**config.mk**
```make
export PLATFORM = sky130hd
export DESIGN_NAME = rename_table_flat
export DESIGN_NICKNAME = d
export VERILOG_FILES = /design/src/rtl/rename_table_pkg.sv /design/src/rtl/rename_table_if.sv /design/src/rtl/rename_map_bank.sv /design/src/rtl/rename_table.sv /design/src/flat_wrapper.sv
export SDC_FILE = /design/constraint.sdc
export NUM_CORES = 2
export LEC_CHECK = 0
export BUFFER_PORTS_ARGS = -buffer_cell sky130_fd_sc_hd__clkbuf_2
export CAP_MARGIN = 40
export CORE_MARGIN = 1
export CORE_UTILIZATION = 40
export CTS_CLUSTER_DIAMETER = 30
export DETAILED_ROUTE_END_ITERATION = 8
export GPL_TIMING_DRIVEN = 0
export PLACE_DENSITY = 0.53
export SETUP_SLACK_MARGIN = 0.4
export SYNTH_ARGS = -nofsm -noshare
export SYNTH_HDL_FRONTEND = slang
export SYNTH_HIERARCHICAL = 1
export SYNTH_SLANG_ARGS = --single-unit
```
**constraint.sdc**
```tcl
create_clock -name clk -period 8.89 [get_ports clk]
set_input_delay 1.778 -clock clk [delete_from_list [all_inputs] [get_ports clk]]
set_output_delay 1.778 -clock clk [all_outputs]
set_load 0.1 [all_outputs]
```
**src/rtl/rename_table_pkg.sv**
```systemverilog
// Shared sizing and map-entry type for the register rename table.
package rename_table_pkg;
  localparam int REG_NUM     = 32;
  localparam int REG_SEL     = 5;
  localparam int PHY_REG_NUM = 64;
  localparam int PHY_REG_SEL = $clog2(PHY_REG_NUM);
  localparam int NUM_SLOTS   = 2;
  localparam int NUM_SRC     = 4;

  typedef struct packed {
    logic                   valid;
    logic [PHY_REG_SEL-1:0] tag;
  } map_entry_t;
endpackage

```
**src/rtl/rename_table_if.sv**
```systemverilog
// Dispatch-side bundle of the rename table: freelist inputs, commit inputs, renamed outputs.
interface rename_table_if;
  import rename_table_pkg::*;

  logic                   invalid1, invalid2, wr_reg_1, wr_reg_2;
  logic [REG_SEL-1:0]     src1_1, src2_1, src1_2, src2_2, dst1, dst2;
  logic [PHY_REG_SEL-1:0] phy_dst1, phy_dst2;
  logic                   phy_dst1_valid, phy_dst2_valid, allocatable;
  logic                   stall_DP, prmiss;
  logic                   com_valid1, com_valid2;
  logic [REG_SEL-1:0]     com_dst1, com_dst2;
  logic [PHY_REG_SEL-1:0] com_phy1, com_phy2;

  logic                   rn_valid1, rn_valid2;
  logic [PHY_REG_SEL-1:0] rn_phy_dst1, rn_phy_dst2;
  logic [PHY_REG_SEL-1:0] rn_src1_1, rn_src2_1, rn_src1_2, rn_src2_2;
  logic                   rn_src1_1_mapped, rn_src2_1_mapped, rn_src1_2_mapped, rn_src2_2_mapped;
  logic [PHY_REG_SEL-1:0] rn_old1, rn_old2;
  logic                   rn_old1_valid, rn_old2_valid;

  modport slave (
    input  invalid1, invalid2, wr_reg_1, wr_reg_2, src1_1, src2_1, src1_2, src2_2,
           dst1, dst2, phy_dst1, phy_dst2, phy_dst1_valid, phy_dst2_valid, allocatable,
           stall_DP, prmiss, com_valid1, com_valid2, com_dst1, com_dst2, com_phy1, com_phy2,
    output rn_valid1, rn_valid2, rn_phy_dst1, rn_phy_dst2,
           rn_src1_1, rn_src2_1, rn_src1_2, rn_src2_2,
           rn_src1_1_mapped, rn_src2_1_mapped, rn_src1_2_mapped, rn_src2_2_mapped,
           rn_old1, rn_old2, rn_old1_valid, rn_old2_valid
  );

  modport master (
    output invalid1, invalid2, wr_reg_1, wr_reg_2, src1_1, src2_1, src1_2, src2_2,
           dst1, dst2, phy_dst1, phy_dst2, phy_dst1_valid, phy_dst2_valid, allocatable,
           stall_DP, prmiss, com_valid1, com_valid2, com_dst1, com_dst2, com_phy1, com_phy2,
    input  rn_valid1, rn_valid2, rn_phy_dst1, rn_phy_dst2,
           rn_src1_1, rn_src2_1, rn_src1_2, rn_src2_2,
           rn_src1_1_mapped, rn_src2_1_mapped, rn_src1_2_mapped, rn_src2_2_mapped,
           rn_old1, rn_old2, rn_old1_valid, rn_old2_valid
  );
endinterface

```
**src/rtl/rename_map_bank.sv**
```systemverilog
// REG_NUM x {valid,tag} map: NRD async read ports, two write ports (port 2 wins), whole-map load.
module rename_map_bank
  import rename_table_pkg::*;
#(
  parameter int NRD = 4
) (
  input  logic                              clk,
  input  logic                              reset,
  input  logic       [1:0]                  we,
  input  logic       [1:0][REG_SEL-1:0]     wa,
  input  map_entry_t [1:0]                  wd,
  input  logic                              ld,
  input  map_entry_t [REG_NUM-1:0]          ld_map,
  input  logic       [NRD-1:0][REG_SEL-1:0] ra,
  output map_entry_t [NRD-1:0]              rd,
  output map_entry_t [REG_NUM-1:0]          map_q,
  output map_entry_t [REG_NUM-1:0]          map_nxt
);
  // Later port overwrites earlier one when both hit the same entry.
  always_comb begin
    map_nxt = map_q;
    if (ld) begin
      map_nxt = ld_map;
    end else begin
      for (int p = 0; p < 2; p++)
        if (we[p]) map_nxt[wa[p]] = wd[p];
    end
  end

  always_ff @(posedge clk or posedge reset) begin
    if (reset) map_q <= '0;
    else       map_q <= map_nxt;
  end

  for (genvar r = 0; r < NRD; r++) begin : g_rd
    assign rd[r] = map_q[ra[r]];
  end
endmodule

```
**src/rtl/rename_table.sv**
```systemverilog
// Two-wide register rename: speculative map for dispatch, committed map for misprediction recovery.
module rename_table
  import rename_table_pkg::*;
(
  input logic           clk,
  input logic           reset,
  rename_table_if.slave rn
);
  logic                                fire;
  logic       [NUM_SLOTS-1:0]          slot_on, wr;
  logic       [NUM_SLOTS-1:0][REG_SEL-1:0]     dst;
  logic       [NUM_SLOTS-1:0][PHY_REG_SEL-1:0] pdst;
  logic       [NUM_SRC-1:0][REG_SEL-1:0]       src;
  map_entry_t [NUM_SRC-1:0]            sm_rd, src_n, src_q;
  map_entry_t [NUM_SLOTS-1:0]          sm_wd, cm_wd, old_n, old_q;
  map_entry_t [REG_NUM-1:0]            sm_q, cm_nxt;
  map_entry_t [REG_NUM-1:0]            sm_nxt_unused, cm_q_unused;
  map_entry_t [0:0]                    cm_rd_unused;
  logic       [NUM_SLOTS-1:0]          vld_q;
  logic       [NUM_SLOTS-1:0][PHY_REG_SEL-1:0] pdst_q;

  assign fire    = rn.allocatable & ~rn.stall_DP & ~rn.prmiss;
  assign slot_on = {rn.wr_reg_2 & ~rn.invalid2, rn.wr_reg_1 & ~rn.invalid1};
  assign wr      = slot_on & {rn.phy_dst2_valid, rn.phy_dst1_valid};
  assign dst     = {rn.dst2, rn.dst1};
  assign pdst    = {rn.phy_dst2, rn.phy_dst1};
  assign src     = {rn.src2_2, rn.src1_2, rn.src2_1, rn.src1_1};
  assign sm_wd   = {{1'b1, pdst[1]}, {1'b1, pdst[0]}};
  assign cm_wd   = {{1'b1, rn.com_phy2}, {1'b1, rn.com_phy1}};

  rename_map_bank #(.NRD(NUM_SRC)) u_sm (
    .clk     (clk),
    .reset   (reset),
    .we      (wr & {NUM_SLOTS{fire}}),
    .wa      (dst),
    .wd      (sm_wd),
    .ld      (rn.prmiss),
    .ld_map  (cm_nxt),
    .ra      (src),
    .rd      (sm_rd),
    .map_q   (sm_q),
    .map_nxt (sm_nxt_unused)
  );

  // Recovery copies the committed map's next state so same-cycle commits are included.
  rename_map_bank #(.NRD(1)) u_cm (
    .clk     (clk),
    .reset   (reset),
    .we      ({rn.com_valid2, rn.com_valid1}),
    .wa      ({rn.com_dst2, rn.com_dst1}),
    .wd      (cm_wd),
    .ld      (1'b0),
    .ld_map  ('0),
    .ra      ('0),
    .rd      (cm_rd_unused),
    .map_q   (cm_q_unused),
    .map_nxt (cm_nxt)
  );

  // Slot 2 sees slot 1's fresh tag for both sources and its previous mapping.
  always_comb begin
    src_n = sm_rd;
    for (int s = 2; s < NUM_SRC; s++)
      if (wr[0] && src[s] == dst[0]) src_n[s] = sm_wd[0];
    for (int i = 0; i < NUM_SLOTS; i++) begin
      old_n[i]       = sm_q[dst[i]];
      old_n[i].valid = sm_q[dst[i]].valid & wr[i];
    end
    if (wr[0] && dst[1] == dst[0]) begin
      old_n[1].tag   = pdst[0];
      old_n[1].valid = wr[1];
    end
  end

  always_ff @(posedge clk or posedge reset) begin
    if (reset) begin
      vld_q  <= '0;
      pdst_q <= '0;
      src_q  <= '0;
      old_q  <= '0;
    end else if (fire) begin
      vld_q  <= slot_on;
      pdst_q <= pdst;
      src_q  <= src_n;
      old_q  <= old_n;
    end else if (rn.prmiss || !rn.stall_DP) begin
      vld_q  <= '0;
    end
  end

  assign rn.rn_valid1        = vld_q[0];
  assign rn.rn_valid2        = vld_q[1];
  assign rn.rn_phy_dst1      = pdst_q[0];
  assign rn.rn_phy_dst2      = pdst_q[1];
  assign rn.rn_src1_1        = src_q[0].tag;
  assign rn.rn_src2_1        = src_q[1].tag;
  assign rn.rn_src1_2        = src_q[2].tag;
  assign rn.rn_src2_2        = src_q[3].tag;
  assign rn.rn_src1_1_mapped = src_q[0].valid;
  assign rn.rn_src2_1_mapped = src_q[1].valid;
  assign rn.rn_src1_2_mapped = src_q[2].valid;
  assign rn.rn_src2_2_mapped = src_q[3].valid;
  assign rn.rn_old1          = old_q[0].tag;
  assign rn.rn_old2          = old_q[1].tag;
  assign rn.rn_old1_valid    = old_q[0].valid;
  assign rn.rn_old2_valid    = old_q[1].valid;
endmodule

```
**src/flat_wrapper.sv**
```systemverilog
// flat-port wrapper written by rule: the top's interface ports become plain ports
module rename_table_flat import rename_table_pkg::*;
  (clk, reset, rn_invalid1, rn_invalid2, rn_wr_reg_1, rn_wr_reg_2, rn_src1_1, rn_src2_1, rn_src1_2, rn_src2_2, rn_dst1, rn_dst2, rn_phy_dst1, rn_phy_dst2, rn_phy_dst1_valid, rn_phy_dst2_valid, rn_allocatable, rn_stall_DP, rn_prmiss, rn_com_valid1, rn_com_valid2, rn_com_dst1, rn_com_dst2, rn_com_phy1, rn_com_phy2, rn_rn_valid1, rn_rn_valid2, rn_rn_phy_dst1, rn_rn_phy_dst2, rn_rn_src1_1, rn_rn_src2_1, rn_rn_src1_2, rn_rn_src2_2, rn_rn_src1_1_mapped, rn_rn_src2_1_mapped, rn_rn_src1_2_mapped, rn_rn_src2_2_mapped, rn_rn_old1, rn_rn_old2, rn_rn_old1_valid, rn_rn_old2_valid);
  rename_table_if rn_i ();
  input logic clk;
  input logic reset;
  input wire logic [$bits(rn_i.invalid1)-1:0] rn_invalid1;
  input wire logic [$bits(rn_i.invalid2)-1:0] rn_invalid2;
  input wire logic [$bits(rn_i.wr_reg_1)-1:0] rn_wr_reg_1;
  input wire logic [$bits(rn_i.wr_reg_2)-1:0] rn_wr_reg_2;
  input wire logic [$bits(rn_i.src1_1)-1:0] rn_src1_1;
  input wire logic [$bits(rn_i.src2_1)-1:0] rn_src2_1;
  input wire logic [$bits(rn_i.src1_2)-1:0] rn_src1_2;
  input wire logic [$bits(rn_i.src2_2)-1:0] rn_src2_2;
  input wire logic [$bits(rn_i.dst1)-1:0] rn_dst1;
  input wire logic [$bits(rn_i.dst2)-1:0] rn_dst2;
  input wire logic [$bits(rn_i.phy_dst1)-1:0] rn_phy_dst1;
  input wire logic [$bits(rn_i.phy_dst2)-1:0] rn_phy_dst2;
  input wire logic [$bits(rn_i.phy_dst1_valid)-1:0] rn_phy_dst1_valid;
  input wire logic [$bits(rn_i.phy_dst2_valid)-1:0] rn_phy_dst2_valid;
  input wire logic [$bits(rn_i.allocatable)-1:0] rn_allocatable;
  input wire logic [$bits(rn_i.stall_DP)-1:0] rn_stall_DP;
  input wire logic [$bits(rn_i.prmiss)-1:0] rn_prmiss;
  input wire logic [$bits(rn_i.com_valid1)-1:0] rn_com_valid1;
  input wire logic [$bits(rn_i.com_valid2)-1:0] rn_com_valid2;
  input wire logic [$bits(rn_i.com_dst1)-1:0] rn_com_dst1;
  input wire logic [$bits(rn_i.com_dst2)-1:0] rn_com_dst2;
  input wire logic [$bits(rn_i.com_phy1)-1:0] rn_com_phy1;
  input wire logic [$bits(rn_i.com_phy2)-1:0] rn_com_phy2;
  output wire logic [$bits(rn_i.rn_valid1)-1:0] rn_rn_valid1;
  output wire logic [$bits(rn_i.rn_valid2)-1:0] rn_rn_valid2;
  output wire logic [$bits(rn_i.rn_phy_dst1)-1:0] rn_rn_phy_dst1;
  output wire logic [$bits(rn_i.rn_phy_dst2)-1:0] rn_rn_phy_dst2;
  output wire logic [$bits(rn_i.rn_src1_1)-1:0] rn_rn_src1_1;
  output wire logic [$bits(rn_i.rn_src2_1)-1:0] rn_rn_src2_1;
  output wire logic [$bits(rn_i.rn_src1_2)-1:0] rn_rn_src1_2;
  output wire logic [$bits(rn_i.rn_src2_2)-1:0] rn_rn_src2_2;
  output wire logic [$bits(rn_i.rn_src1_1_mapped)-1:0] rn_rn_src1_1_mapped;
  output wire logic [$bits(rn_i.rn_src2_1_mapped)-1:0] rn_rn_src2_1_mapped;
  output wire logic [$bits(rn_i.rn_src1_2_mapped)-1:0] rn_rn_src1_2_mapped;
  output wire logic [$bits(rn_i.rn_src2_2_mapped)-1:0] rn_rn_src2_2_mapped;
  output wire logic [$bits(rn_i.rn_old1)-1:0] rn_rn_old1;
  output wire logic [$bits(rn_i.rn_old2)-1:0] rn_rn_old2;
  output wire logic [$bits(rn_i.rn_old1_valid)-1:0] rn_rn_old1_valid;
  output wire logic [$bits(rn_i.rn_old2_valid)-1:0] rn_rn_old2_valid;
  assign rn_i.invalid1 = rn_invalid1;
  assign rn_i.invalid2 = rn_invalid2;
  assign rn_i.wr_reg_1 = rn_wr_reg_1;
  assign rn_i.wr_reg_2 = rn_wr_reg_2;
  assign rn_i.src1_1 = rn_src1_1;
  assign rn_i.src2_1 = rn_src2_1;
  assign rn_i.src1_2 = rn_src1_2;
  assign rn_i.src2_2 = rn_src2_2;
  assign rn_i.dst1 = rn_dst1;
  assign rn_i.dst2 = rn_dst2;
  assign rn_i.phy_dst1 = rn_phy_dst1;
  assign rn_i.phy_dst2 = rn_phy_dst2;
  assign rn_i.phy_dst1_valid = rn_phy_dst1_valid;
  assign rn_i.phy_dst2_valid = rn_phy_dst2_valid;
  assign rn_i.allocatable = rn_allocatable;
  assign rn_i.stall_DP = rn_stall_DP;
  assign rn_i.prmiss = rn_prmiss;
  assign rn_i.com_valid1 = rn_com_valid1;
  assign rn_i.com_valid2 = rn_com_valid2;
  assign rn_i.com_dst1 = rn_com_dst1;
  assign rn_i.com_dst2 = rn_com_dst2;
  assign rn_i.com_phy1 = rn_com_phy1;
  assign rn_i.com_phy2 = rn_com_phy2;
  assign rn_rn_valid1 = rn_i.rn_valid1;
  assign rn_rn_valid2 = rn_i.rn_valid2;
  assign rn_rn_phy_dst1 = rn_i.rn_phy_dst1;
  assign rn_rn_phy_dst2 = rn_i.rn_phy_dst2;
  assign rn_rn_src1_1 = rn_i.rn_src1_1;
  assign rn_rn_src2_1 = rn_i.rn_src2_1;
  assign rn_rn_src1_2 = rn_i.rn_src1_2;
  assign rn_rn_src2_2 = rn_i.rn_src2_2;
  assign rn_rn_src1_1_mapped = rn_i.rn_src1_1_mapped;
  assign rn_rn_src2_1_mapped = rn_i.rn_src2_1_mapped;
  assign rn_rn_src1_2_mapped = rn_i.rn_src1_2_mapped;
  assign rn_rn_src2_2_mapped = rn_i.rn_src2_2_mapped;
  assign rn_rn_old1 = rn_i.rn_old1;
  assign rn_rn_old2 = rn_i.rn_old2;
  assign rn_rn_old1_valid = rn_i.rn_old1_valid;
  assign rn_rn_old2_valid = rn_i.rn_old2_valid;
  rename_table u_core (.clk(clk), .reset(reset), .rn(rn_i));
endmodule
```
Yosys cells after proc, flatten, opt, wreduce, memory -nomap -nowiden
Cells that the tools add are included.

Bits in read-only memories: 0. Memory bits (writable): 0. Register bits after elaboration: 504. Memories kept: 0. Output and inout bits: 56. Input port bits: 77. Bits in latches: 0.

Muxes and demuxes: 35. Equal/unequal tests: 3. Bitwise gates (word level): 12. $lt $le $gt $ge: 12. Add/subtract/negate cells: 0. $mul: 0. Reduce and logical (&&, ||, !) cells: 10. Div/mod/pow operators: 0. Shifts and indexed selects: 0.

Operator list (count): $mux 224 (6); $bwmux 224 (4); $bmux 7 s5 (6); $demux 7 s5 (4); $mux 7 (13); $lt 5x6->1 const B (8); $ge 5x1->1 const B (4); $eq 5x5->1 (3); $logic_and 1x1->1 (7); $and 1x1->1 (6); $and 2x2->2 (2); $mux 2 (2); $not 1->1 (4); $reduce_bool 2->1 (1); $logic_not 1->1 (1); $logic_or 1x1->1 (1).

Longest topological paths before layout
Word-level depth: 10. Gate-level depth with buffers: 9. Mapped depth without buffers: 8.

Hierarchy
Netlist, hierarchy kept.

Modules (own cells, without submodules): rename_map_bank at u_core.u_sm (seq. area each 5605.4 µm², instances 1, cells each 2002, area an instance 20322.0 µm²); rename_map_bank at u_core.u_cm (seq. area each 5605.4 µm², instances 1, cells each 1724, area an instance 15063.2 µm²); rename_table (seq. area each 1401.3 µm², instances 1, cells each 665, area an instance 6408.6 µm²).

Least setup slack after synthesis
No wires, ideal clock.

Path type: input -> register. From: input rn_allocatable. To: register u_core/u_sm/map_q[168] (netlist bit). Setup time: 135 ps. Path slack: 4966 ps. Arrival time: 3790 ps. Cell stages on the path: 9. Path buffers: 2. Cell sequence: nor2b_1 > nand2b_1 > clkbuf_1 > nor2_1 > nor4b_1 > clkbuf_1 > nand2_1 > a211oi_1 > o31ai_1.

RTL lines: start: declaration (line flat_wrapper.sv:21) `input wire logic [$bits(rn_i.allocatable)-1:0] rn_allocatable;`; end signal: assignment (line rename_map_bank.sv:32) `else map_q <= map_nxt;`; end: declaration (line rename_map_bank.sv:16) `output map_entry_t [REG_NUM-1:0] map_q,`.

==> impl_metrics.env <==
export IMPL_first_global_vias=41550
export IMPL_syn2layout_area_growth_pct=24.07
export IMPL_grt_usage_pct=49.99
export IMPL_min_path_type="flip-flop to flip-flop"
export IMPL_rsz0062_at_grt="no"
export IMPL_crit_arrival_ps=5490
export IMPL_num_io_pins=133
export IMPL_floorplan_rows=115
export IMPL_clockBufferDepth=3
export IMPL_ff2ff_path_depth=5
export IMPL_synthCells=4298
export IMPL_postRouteAntennaNets=0
export IMPL_ys_warn_count=6
export IMPL_dr_pass1_iters=5
export IMPL_drc=0
export IMPL_avgViaCountPerCell=6.976
export IMPL_drt_total_wl_um=256800
export IMPL_p_leak_nw=21.57
export IMPL_htreeDepth=4
export IMPL_crit_fanout=10
export IMPL_fill_cells=9332
export IMPL_worst_setup_path_end_kind="flip-flop"
export IMPL_dr_first_iter_drc_count=6880
export IMPL_place_congestion=1.074
export IMPL_crit_required_ps=9520
export IMPL_cts_resized=0
export IMPL_hold_end="u_core/rn.rn_src1_1[1]"
export IMPL_portBuffers=124
export IMPL_max_slew_worst_pin_slew_ps=1051
export IMPL_status="finished clean"
export IMPL_layout_drive_gt1_share_pct=18.28
export IMPL_cp_startpoint="rn_stall_DP"
export IMPL_tritoncts="built"
export IMPL_hold_buffers=0
export IMPL_die_w_um=318.4
export IMPL_slew_headroom_pct=28.96
export IMPL_clk_latency_ps=750
export IMPL_start_util_pct=40.56
export IMPL_finalInstanceArea_um2=49670
export IMPL_final_nets=4976
export IMPL_layoutNonFillerInstCount=6322
export IMPL_vias=44100
export IMPL_postPlaceCellArea_um2=44200
export IMPL_critPathLaunchType="input pin"
export IMPL_die_y_um=318.4
export IMPL_clk_pin_slew_ps=40
export IMPL_fin_skew_ps=22.31
export IMPL_grt_remaining_overflow=0
export IMPL_r2r_slack_ps=6270
export IMPL_clock_sinks=504
export IMPL_synth_avg_cell_area_um2=9.316
export IMPL_powerDensity_nw_per_um2=229.6
export IMPL_hold_start="u_core/rn.rn_src1_1[1]"
export IMPL_wl_per_cell_um=40.62
export IMPL_grt_pass1_wl_um=350000
export IMPL_hold_violations=0
export IMPL_ctsRootBufferMaster="clkbuf_16"
export IMPL_finalSetupViolCount=0
export IMPL_tns_ps=0
export IMPL_regToRegEndpoint="u_core/rn.rn_src1_2[2]"
export IMPL_crit_type="input pin to flip-flop"
export IMPL_grt_max_degree=97
export IMPL_cts_made_buffers=152
export IMPL_dieArea_um2=101400
export IMPL_post_cts_setup_buffers=0
export IMPL_netlist_area_um2=40040
export IMPL_dp_cells=6027
export IMPL_holdPathStages=2
export IMPL_slew_viol_final=0
export IMPL_dp_hpwl_um=196300
export IMPL_antenna_found_initial=21
export IMPL_core_area_um2=98710
export IMPL_max_vdd_ir_drop_mv=0.2311
export IMPL_fin_crit_sh_pct=54.65
export IMPL_period_minus_slack_ps=4858
export IMPL_drv_cap=0
export IMPL_r2r_start="u_core/u_sm/map_q[121]"
export IMPL_max_freq_mhz=205.8
-- state kept, by name, summed over array words and instances, names as in the netlist, 6 cells and up --
signal	flops
u_core/u_sm/map_q	224
u_core/rn.rn_old2	6
u_core/rn.rn_phy_dst1	6
u_core/rn.rn_src2_2	6
u_core/rn.rn_old1	6
u_core/rn.rn_phy_dst2	6
u_core/rn.rn_src1_1	6
u_core/rn.rn_src2_1	6
u_core/rn.rn_src1_2	6
u_core/u_cm/map_q	224
-- placed cells by master (no fill, tap or decap), types with 7 or more instances in the layout --
cell / n
a21oi_1: 20
conb_1: 245
nand3_1: 10
o22ai_1: 14
nand2b_1: 8
dfrtp_1: 504
clkbuf_1: 362
o31ai_1: 448
a211oi_1: 452
buf_8: 25
o21ai_0: 12
bufinv_16: 24
nand2_1: 690
mux2i_1: 157
buf_6: 67
clkbuf_8: 20
and3_1: 448
mux4_2: 318
a221oi_1: 17
nor2_1: 540
buf_1: 18
buf_4: 25
and4b_1: 12
nor2b_1: 20
a22o_1: 17
clkinv_2: 29
buf_2: 24
clkbuf_2: 124
and2_1: 7
xor2_1: 7
and4bb_2: 7
mux2_2: 43
clkinvlp_4: 9
xnor2_1: 8
diode_2: 18
clkbuf_16: 154
a22oi_1: 25
-- layout make-up --
| class | instances | area (um2) | share of cell area, % |
|---|---|---|---|
| diodes | 18 | 45.04 | 0.09068 |
| plain buffers | 430 | 1927 | 3.879 |
| clock buffers | 191 | 4193 | 8.441 |
| clock inverters | 81 | 1191 | 2.398 |
| inverters | 6 | 37.54 | 0.07556 |
| multi-input cells | 3601 | 26420 | 53.19 |
| flip-flops and latches | 504 | 12610 | 25.39 |
| well taps | 1287 | 1610 | 3.242 |
| repair buffers | 204 | 1635 | 3.292 |
-- layer usage --
metal,track usage [%],share of wire [%],up-vias
li1,-,-,17510
met1,61.39,37,22030
met4,34.69,8.3,20
met5,1.608,0.13,-
met2,69.56,41,3628
met3,22.32,14,919
-- critical path, stage by stage --
cell,delay [ps]
clkbuf_2,100
nor2b_1,260
nor2b_1,280
nand3_1,490
inv_1,340
clkbuf_1,320
nand4b_1,620
nor2_1,910
a211oi_1,110
o31ai_1,280
-- how the worst max path moves through the flow --
| stage | to | slack, ps | cells after the start |
|---|---|---|---|
| global route | u_core/u_sm/map_q[41] | 3910 | 10 |
| CTS | u_core/u_sm/map_q[4] | 4230 | 11 |
| floorplan | u_core/u_cm/map_q[0] | 980 | 1 |
| global placement | u_core/u_cm/map_q[174] | -3240 | 2 |
| finish | u_core/u_sm/map_q[41] | 4030 | 10 |
| detailed placement | u_core/u_sm/map_q[59] | 3490 | 11 |
-- per-stage QoR --
step	power (mW)	util [%]	setup slack [ps]	hold WS (ps)
6_report	11.41	50.32	4032	467.0
5_1_grt	11.61	50.28	3913	491.3
4_1_cts	11.25	50.23	4227	473.5
3_5_place_dp	5.512	44.78	3491	463.6
3_3_place_gp	5.477	43.75	-3240	460.3
2_1_floorplan	4.420	-	977.5	678.0
-- where the power goes --
part           switching, mW  internal (mW)
registers              0.570           2.56
logic                   1.68          0.869
clock network           1.72           4.01
No activity file was read; power rests on OpenSTA's default activity.
